--- src/rtl/sha256_round_reader.sv ---
//==============================================================================
// Module      : sha256_round_reader
// Description : Iterative SHA-256 compression over W_t words streamed from the
//               W-memory window; one round per cycle, then chaining-value add.
// Options     : SHA256_ROUND_STALL_EN adds w_valid to stall rounds.
// Revision    : 1.0 - initial release
//==============================================================================
`default_nettype none

module sha256_round_reader #(
  parameter int ROUNDS = 64
) (
  input  logic         CLK,
  input  logic         RST,
  input  logic         start,
  input  logic [255:0] h_in,
  input  logic [31:0]  w_in,
`ifdef SHA256_ROUND_STALL_EN
  input  logic         w_valid,
`endif
  output logic         w_adv,
  output logic         busy,
  output logic         done,
  output logic [255:0] digest
);

  localparam logic [1:0] ST_IDLE    = 2'd0;
  localparam logic [1:0] ST_ROUND   = 2'd1;
  localparam logic [1:0] ST_FINAL   = 2'd2;
  localparam logic [5:0] LAST_ROUND = 6'(ROUNDS - 1);

  logic [1:0]   r_state;
  logic [1:0]   w_next_state;
  logic [5:0]   r_round;
  logic [31:0]  r_a, r_b, r_c, r_d, r_e, r_f, r_g, r_h;
  logic [255:0] r_hv;
  logic [255:0] r_digest;
  logic [31:0]  w_t1, w_t2;
  logic [255:0] w_sum;
  logic         w_wv;

`ifdef SHA256_ROUND_STALL_EN
  assign w_wv = w_valid;
`else
  assign w_wv = 1'b1;
`endif

  function automatic logic [31:0] big_sigma0(input logic [31:0] x);
    return {x[1:0], x[31:2]} ^ {x[12:0], x[31:13]} ^ {x[21:0], x[31:22]};
  endfunction

  function automatic logic [31:0] big_sigma1(input logic [31:0] x);
    return {x[5:0], x[31:6]} ^ {x[10:0], x[31:11]} ^ {x[24:0], x[31:25]};
  endfunction

  function automatic logic [31:0] k_rom(input logic [5:0] idx);
    logic [31:0] k;
    case (idx)
      6'd0:  k = 32'h428a2f98;  6'd1:  k = 32'h71374491;  6'd2:  k = 32'hb5c0fbcf;  6'd3:  k = 32'he9b5dba5;
      6'd4:  k = 32'h3956c25b;  6'd5:  k = 32'h59f111f1;  6'd6:  k = 32'h923f82a4;  6'd7:  k = 32'hab1c5ed5;
      6'd8:  k = 32'hd807aa98;  6'd9:  k = 32'h12835b01;  6'd10: k = 32'h243185be;  6'd11: k = 32'h550c7dc3;
      6'd12: k = 32'h72be5d74;  6'd13: k = 32'h80deb1fe;  6'd14: k = 32'h9bdc06a7;  6'd15: k = 32'hc19bf174;
      6'd16: k = 32'he49b69c1;  6'd17: k = 32'hefbe4786;  6'd18: k = 32'h0fc19dc6;  6'd19: k = 32'h240ca1cc;
      6'd20: k = 32'h2de92c6f;  6'd21: k = 32'h4a7484aa;  6'd22: k = 32'h5cb0a9dc;  6'd23: k = 32'h76f988da;
      6'd24: k = 32'h983e5152;  6'd25: k = 32'ha831c66d;  6'd26: k = 32'hb00327c8;  6'd27: k = 32'hbf597fc7;
      6'd28: k = 32'hc6e00bf3;  6'd29: k = 32'hd5a79147;  6'd30: k = 32'h06ca6351;  6'd31: k = 32'h14292967;
      6'd32: k = 32'h27b70a85;  6'd33: k = 32'h2e1b2138;  6'd34: k = 32'h4d2c6dfc;  6'd35: k = 32'h53380d13;
      6'd36: k = 32'h650a7354;  6'd37: k = 32'h766a0abb;  6'd38: k = 32'h81c2c92e;  6'd39: k = 32'h92722c85;
      6'd40: k = 32'ha2bfe8a1;  6'd41: k = 32'ha81a664b;  6'd42: k = 32'hc24b8b70;  6'd43: k = 32'hc76c51a3;
      6'd44: k = 32'hd192e819;  6'd45: k = 32'hd6990624;  6'd46: k = 32'hf40e3585;  6'd47: k = 32'h106aa070;
      6'd48: k = 32'h19a4c116;  6'd49: k = 32'h1e376c08;  6'd50: k = 32'h2748774c;  6'd51: k = 32'h34b0bcb5;
      6'd52: k = 32'h391c0cb3;  6'd53: k = 32'h4ed8aa4a;  6'd54: k = 32'h5b9cca4f;  6'd55: k = 32'h682e6ff3;
      6'd56: k = 32'h748f82ee;  6'd57: k = 32'h78a5636f;  6'd58: k = 32'h84c87814;  6'd59: k = 32'h8cc70208;
      6'd60: k = 32'h90befffa;  6'd61: k = 32'ha4506ceb;  6'd62: k = 32'hbef9a3f7;  default: k = 32'hc67178f2;
    endcase
    return k;
  endfunction

  assign w_t1 = r_h + big_sigma1(r_e) + ((r_e & r_f) ^ (~r_e & r_g)) + k_rom(r_round) + w_in;
  assign w_t2 = big_sigma0(r_a) + ((r_a & r_b) ^ (r_a & r_c) ^ (r_b & r_c));

  assign w_sum = {r_hv[255:224] + r_a, r_hv[223:192] + r_b,
                  r_hv[191:160] + r_c, r_hv[159:128] + r_d,
                  r_hv[127:96]  + r_e, r_hv[95:64]   + r_f,
                  r_hv[63:32]   + r_g, r_hv[31:0]    + r_h};

  always_ff @(posedge CLK or negedge RST) begin
    if (!RST) begin
      r_state <= ST_IDLE;
    end else begin
      r_state <= w_next_state;
    end
  end

  always_comb begin
    w_next_state = r_state;
    case (r_state)
      ST_IDLE:  if (start) w_next_state = ST_ROUND;
      ST_ROUND: if (w_wv && (r_round == LAST_ROUND)) w_next_state = ST_FINAL;
      ST_FINAL: w_next_state = ST_IDLE;
      default:  w_next_state = ST_IDLE;
    endcase
  end

  // Digest is driven straight from the adder during FINAL so it is valid with done.
  always_comb begin
    w_adv  = 1'b0;
    busy   = 1'b0;
    done   = 1'b0;
    digest = r_digest;
    case (r_state)
      ST_ROUND: begin
        w_adv = w_wv;
        busy  = 1'b1;
      end
      ST_FINAL: begin
        busy   = 1'b1;
        done   = 1'b1;
        digest = w_sum;
      end
      default: ;
    endcase
  end

  always_ff @(posedge CLK or negedge RST) begin
    if (!RST) begin
      r_round  <= 6'd0;
      r_a      <= 32'd0;
      r_b      <= 32'd0;
      r_c      <= 32'd0;
      r_d      <= 32'd0;
      r_e      <= 32'd0;
      r_f      <= 32'd0;
      r_g      <= 32'd0;
      r_h      <= 32'd0;
      r_hv     <= 256'd0;
      r_digest <= 256'd0;
    end else begin
      case (r_state)
        ST_IDLE: begin
          if (start) begin
            r_hv    <= h_in;
            r_round <= 6'd0;
            {r_a, r_b, r_c, r_d, r_e, r_f, r_g, r_h} <= h_in;
          end
        end
        ST_ROUND: begin
          if (w_wv) begin
            r_a     <= w_t1 + w_t2;
            r_b     <= r_a;
            r_c     <= r_b;
            r_d     <= r_c;
            r_e     <= r_d + w_t1;
            r_f     <= r_e;
            r_g     <= r_f;
            r_h     <= r_g;
            r_round <= r_round + 6'd1;
          end
        end
        ST_FINAL: r_digest <= w_sum;
        default: ;
      endcase
    end
  end

endmodule

`default_nettype wire

--- config.mk ---
export PLATFORM = sky130hd
export DESIGN_NAME = sha256_round_reader
export DESIGN_NICKNAME = d
export VERILOG_FILES = /design/src/rtl/sha256_round_reader.sv
export SDC_FILE = /design/constraint.sdc
export NUM_CORES = 2
export LEC_CHECK = 0
export CAP_MARGIN = 5
export CORE_UTILIZATION = 45
export CTS_CLUSTER_DIAMETER = 50
export DETAILED_ROUTE_END_ITERATION = 8
export GPL_TIMING_DRIVEN = 0
export PLACE_DENSITY = 0.75
export SLEW_MARGIN = 20
export SYNTH_ARGS = -nofsm -noshare
export SYNTH_HDL_FRONTEND = slang
export SYNTH_SLANG_ARGS = --single-unit
--- constraint.sdc ---
create_clock -name CLK -period 7.9 [get_ports CLK]
set_input_delay 1.58 -clock CLK [delete_from_list [all_inputs] [get_ports CLK]]
set_output_delay 1.58 -clock CLK [all_outputs]
set_load 0.02 [all_outputs]
# --- Yosys cells after proc, flatten, opt, wreduce, memory -nomap -nowiden ---
# Memories as Yosys holds them, arrays and structs flattened.
# Cells that the tools add are included.
op_classes:
  addsub: 16
  n_eq_ne: 5
  n_bitwise: 13
  n_reduce_logical: 6
  muxes: 25
ops:
  columns: ["operator", "count"]
  rows:
  - ["case mux 32 bit (2 select lines)", 8]
  - ["adder 32 bit", 15]
  - ["two-way mux 256 bit", 1]
  - ["two-way mux 32 bit", 8]
  - ["bitwise XOR 32 bit", 7]
  - ["AND 32 bit", 5]
  - ["NOT 32 bit", 1]
  - ["case mux 6 bit (2 select lines)", 1]
  - ["adder 6 x 1 -> 6 bit (second input constant)", 1]
  - ["equality test 6 bit (second input constant)", 1]
  - ["two-way mux 6 bit", 1]
  - ["AND reduction 2 bit", 3]
  - ["two-way mux 2 bit", 2]
  - ["inequality test 2 bit (second input constant)", 2]
  - ["case mux 2 bit (2 select lines)", 1]
  - ["two-way mux 1 bit", 3]
  - ["equality test 2 x 1 -> 1 bit (second input constant)", 1]
  - ["equality test 2 bit (second input constant)", 1]
  - ["logical NOT 2 bit", 1]
  - ["nonzero test 2 bit", 1]
  - ["OR reduction 2 bit", 1]
word_totals:
  rom_bits: 2048
  ff_bits: 776
  output_inout_bits: 259
  n_memories: 1
  input_bits: 291
  wordCells: 78
memory_table:
  columns: ["name", "depth", "word_bits", "rd", "rd_clocked_by_memory_dff", "write_ports", "line", "text"]
  rows:
  - ["(no name shown)", 64, 32, 1, 0, 0, "58", "case (idx)"]

# --- Longest topological paths before layout ---
logic_depth:
  ltp_word: 8
  mapped_depth: 37
  ltp_nobuf: 36

# --- Least setup slack after synthesis ---
# OpenSTA, ideal clock, no wires.
synth_path:
  path_kind: "input to register"
  startpoint: "input port w_in[1]"
  endpoint: "register r_a[30]"
  slack_ns: -0.098
  required_time_ns: 7.766
  path_buffers: 0
  t_arrival_ns: 7.865
  stages: 31
  setup_time_ns: 0.134
  cell_sequence: "inv_1 > fa_1 > fa_1 > fa_1 > inv_1 > ha_1 > inv_1 > fa_1 > nor2b_1 > o31a_1 > nor2_1 > o21ai_0 > a21o_1 > a21oi_1 > o21bai_1 > a21oi_1 > xnor2_1 > inv_1 > fa_1 > inv_1 > ha_1 > a2111oi_0 > o21ai_0 > o21ai_0 > o21ai_0 > o41ai_2 > o21ai_0 > or4_1 > a31oi_1 > xor2_1 > o21ai_0"
synth_via:
  elab_chain_cells: 3
synth_lines:
  columns: ["item", "line", "text"]
  rows:
  - ["from (decl)", "17", "input logic [31:0] w_in,"]
  - ["adder 32 bit", "79", "assign w_t1 = r_h + big_sigma1(r_e) + ((r_e & r_f) ^ (~r_e & r_g)) + k_rom(r_round) + w_in;"]
  - ["adder 32 bit", "149", "r_a <= w_t1 + w_t2;"]
  - ["case mux 32 bit (2 select lines)", "139", "case (r_state)"]
  - ["to (signal assigned)", "144", "{r_a, r_b, r_c, r_d, r_e, r_f, r_g, r_h} <= h_in;"]
  - ["to (signal assigned)", "149", null]
  - ["to (decl)", "35", "logic [31:0] r_a, r_b, r_c, r_d, r_e, r_f, r_g, r_h;"]
# Every way passes these cells.
# A chain may end at the register's enable or synchronous reset.

# --- Worst setup path after layout ---
layout_path:
  startpoint: "register r_state[0]"
  endpoint: "output port digest[97]"
layout_via:
  elab_chain_cells: 2
layout_lines:
  columns: ["item", "line", "text"]
  rows:
  - ["from (decl)", "32", "logic [1:0] r_state;"]
  - ["from (signal assigned)", "91", "r_state <= w_next_state;"]
  - ["equality test 2 bit", "111", "case (r_state)"]
  - ["two-way mux 256 bit", null, null]
  - ["to (decl)", "24", "output logic [255:0] digest"]
# Every way passes these cells.

==> run_results.csv <==
group,metric,value,unit
sta,fin_skew,0.0523,ns
run_status,status,"complete, but fails checks",
clock_tree,htreeDepth,3,
setup_path,crit_chain,"inv_1, ha_1, clkbuf_2, inv_1, clkbuf_1, clkbuf_1, clkbuf_2, buf_16, nand2_1, o21ai_0, clkdlybuf4s50_1",
sta,layout_setup_ws,-0.125,ns
route,first_pass_iters,7,
global_route,grt-ovfl-total,0,
setup_path,cp_top_family,"buffers and inverters",
global_route,grt_pass1_vias,52500,
sta,worst-slew-pin-transition,1.33,ns
logic_synthesis,synth.avg_cell_area,8.79,um2
sta,hold_viol,0,
cells_and_area,syn2layout_area_growth,24.0,%
sta,setup_viol,3,
die,io_pins,550,
logic_synthesis,ys_seq_area_share,34.9,%
die,dieHeight,354,um
clock_tree,cts_max_path_buffers,3,
setup_path,r2r_slack,0.08,ns
setup_path,r2r-start,"r_round[1]",
global_route,met1_usage,50.0,%
setup_path,critPathRequiredTime,6.32,ns
logic_synthesis,ys.warnings.count,0,
cells_and_area,final_common_cell,"nand2_1",
setup_path,cp-startpoint,"r_state[0]",
die,start_util,45.5,%
placement,dp_hpwl,204,mm
cells_and_area,nNetsFinal,7851,
die,coreArea,122000,um2
clock_tree,clock_insertion_delay_worst_skew,0.78,ns
setup_path,crit_type,"reg2out",
global_route,grt_pass1_wl,366,mm
cells_and_area,fin_util,56.4,%
route,drcViolationCount,0,
worst_hold_path,min_to,"r_digest[171]",
die,die_x,354,um
global_route,antenna_found_initial,22,
route,num_vias,53600,
setup_path,reg2regPathDepth,35,
logic_synthesis,synthFlopType,"dfrtp_1",
logic_synthesis,synthArstFlopShare,100,%
placement,port_buffers,549,
clock_tree,cts_sinks,776,
global_route,grt_busiest_layer,"met2",
setup_path,cp-start-kind,"flip-flop",
setup_path,crit_cells,11,
clock_tree,cts_root_buffer,"clkbuf_16",
sta,rsz0062_at_grt,"yes",
clock_tree,clk_pin_slew_worst_paths,0.06,ns
clock_tree,cts_tree,"built",
global_route,grt_max_degree,100,
setup_path,path_max_fanout,10,
clock_tree,cts_buffers,105,
setup_path,cp.arrival,6.45,ns
logic_synthesis,ys_top_cells_by_area,"dfrtp_1 (35%), ha_1 (8.3%), nand2_1 (8.2%)",
sta,maxSlewHeadroom,11.1,%
logic_synthesis,ys_seq_elements,776,
setup_path,critPathBufInv,8,
worst_hold_path,hold_class,"reg2reg",
logic_synthesis,synth_edf_count,0,
global_route,use_met2,63.3,%
logic_synthesis,netlist.area_leader.share,34.9,%
route,dr.first_iter.drc_count,6409,
sta,finalMaxSlewViolations,0,
logic_synthesis,synth_top_area_cell,"dfrtp_1",
job,max_cap_viol_count,0,
worst_hold_path,hold_start,"r_digest[171]",
logic_synthesis,yosysUniqueCellTypes,82,
logic_synthesis,synth_nets,7133,
route,viasPerCell,6.10,
route,wl_per_cell,29.5,um
placement,gp_congestion,1.01,
logic_synthesis,syn-instance-count,6338,
global_route,grtUsageTotal,40.6,%
die,die_area,125000,um2
setup_path,slowest_delay,0.99,ns
setup_path,reg2reg_to,"r_a[31]",
cells_and_area,layout_common_cells,"nand2_1 (1214), dfrtp_1 (773), clkdlybuf4s50_1 (535)",
sta,fmax,125,MHz
sta,min_period,8.03,ns
run_status,violations,"negative setup slack",
setup_path,endpoint_kind,"output pin",
worst_hold_path,holdPathStages,1,
route,wirelength,259,mm
sta,fin_crit_sh,102,%
route,final_antenna_net_count,0,
setup_path,slowest_stage,"clkbuf_1",
logic_synthesis,synthesis.area,55700,um2
cells_and_area,drive_gt1_share,10.7,%
global_route,grt_util_met3,8.55,%
die,num_rows,128,
-- metrics by stage --
stage,cells,setup WS [ns],cell area [um2],hold WS (ns),TNS [ns]
floorplan,6338,0.0969,55700,0.450,0
global placement,8512,-30.53,63300,0.462,-
finish,8785,-0.125,69100,0.476,-0.254
global route,8775,-0.108,69000,0.493,-0.195
CTS,8753,-0.0384,68400,0.481,-0.0384
detailed placement,8535,-2.19,63900,0.464,-52.07
-- layout make-up --
cell class                      count  area [um2]
Antenna cell                       15        37.5
Buffer                            326        1420
Clock buffer                      135        2900
Clock inverter                     61         837
Fill cell                       10900       53300
Inverter                          402        1540
Multi-Input combinational cell   4828       34400
Sequential cell                   776       19400
Tap cell                         1625        2030
Timing Repair Buffer              617        6460
-- routing by layer --
layer  vias up  routed length, um
li1      23300                  -
met1     26200              97600
met2      3243             116000
met3       867              24400
met4        12              21400
met5         -                 86
-- Yosys cell counts, drive strengths merged (16+ instances only) --
| cell type | count |
|---|---|
| a211oi | 49 |
| a21boi | 16 |
| a21o | 184 |
| a21oi | 357 |
| a31o | 18 |
| a31oi | 52 |
| and2 | 21 |
| and3 | 34 |
| buf | 25 |
| clkbuf | 307 |
| dfrtp | 776 |
| fa | 133 |
| ha | 371 |
| inv | 399 |
| mux2 | 201 |
| mux2i | 240 |
| nand2 | 1220 |
| nand2b | 39 |
| nand3 | 77 |
| nand3b | 21 |
| nand4 | 23 |
| nor2 | 254 |
| nor2b | 46 |
| nor3 | 83 |
| o211ai | 44 |
| o21a | 63 |
| o21ai | 538 |
| o21bai | 37 |
| o311ai | 18 |
| o31ai | 39 |
| or3 | 30 |
| xnor2 | 276 |
| xor2 | 138 |
-- sequential cells by signal, summed over array words and instances (netlist names) --
signal and flops:
r_d 32, r_b 32, r_e 32, r_c 32, r_h 32, r_round 6, r_a 32, r_state 2
r_f 32, r_hv 256, r_g 32, r_digest 256
-- worst register-to-register path, delay by kind of cell, from the launching register on --
| kind | cells | cell delay (ns) |
|---|---|---|
| flip-flops | 1 | 0.45 |
| multiplexers | 1 | 0.57 |
| AND/OR/NAND/NOR | 4 | 0.96 |
| buffers and inverters | 7 | 0.91 |
| AO/OA/AOI/OAI | 15 | 2.40 |
| XOR/XNOR | 3 | 0.56 |
| adder cells (fa/ha/maj) | 5 | 1.86 |
-- worst max path at each step --
stage,endpoint
5_1_grt,r_a[30]
6_report,digest[97]
2_1_floorplan,r_a[30]
3_5_place_dp,r_a[30]
3_3_place_gp,r_digest[208]
4_1_cts,r_a[30]
-- cells by family (layout without fill, tap and decap cells) --
kind of cell    count (synthesis)  count (layout)  synth area share (%)
compound gates               1560            1560                  17.3
xor+xnor                      416             416                  6.59
fa+ha+maj                     507             507                  13.2
buf+inv                       734            1541                  4.94
flops                         776             776                  34.9
mux                           447             447                  8.62
other cells                     0              15                     0
simple gates                 1898            1898                  14.5
-- what timing repair did --
action | 4_1_cts | 5_1_grt
pin swaps | 41 | 55
hold buffers | 0 | 0
endpoints found under the setup margin | 48 | 20
buffers inserted | 25 | 19
gates resized for setup | 207 | 159
Power is not shown: default switching activity piles up to over one toggle a cycle in this logic, so the estimate is an artifact.
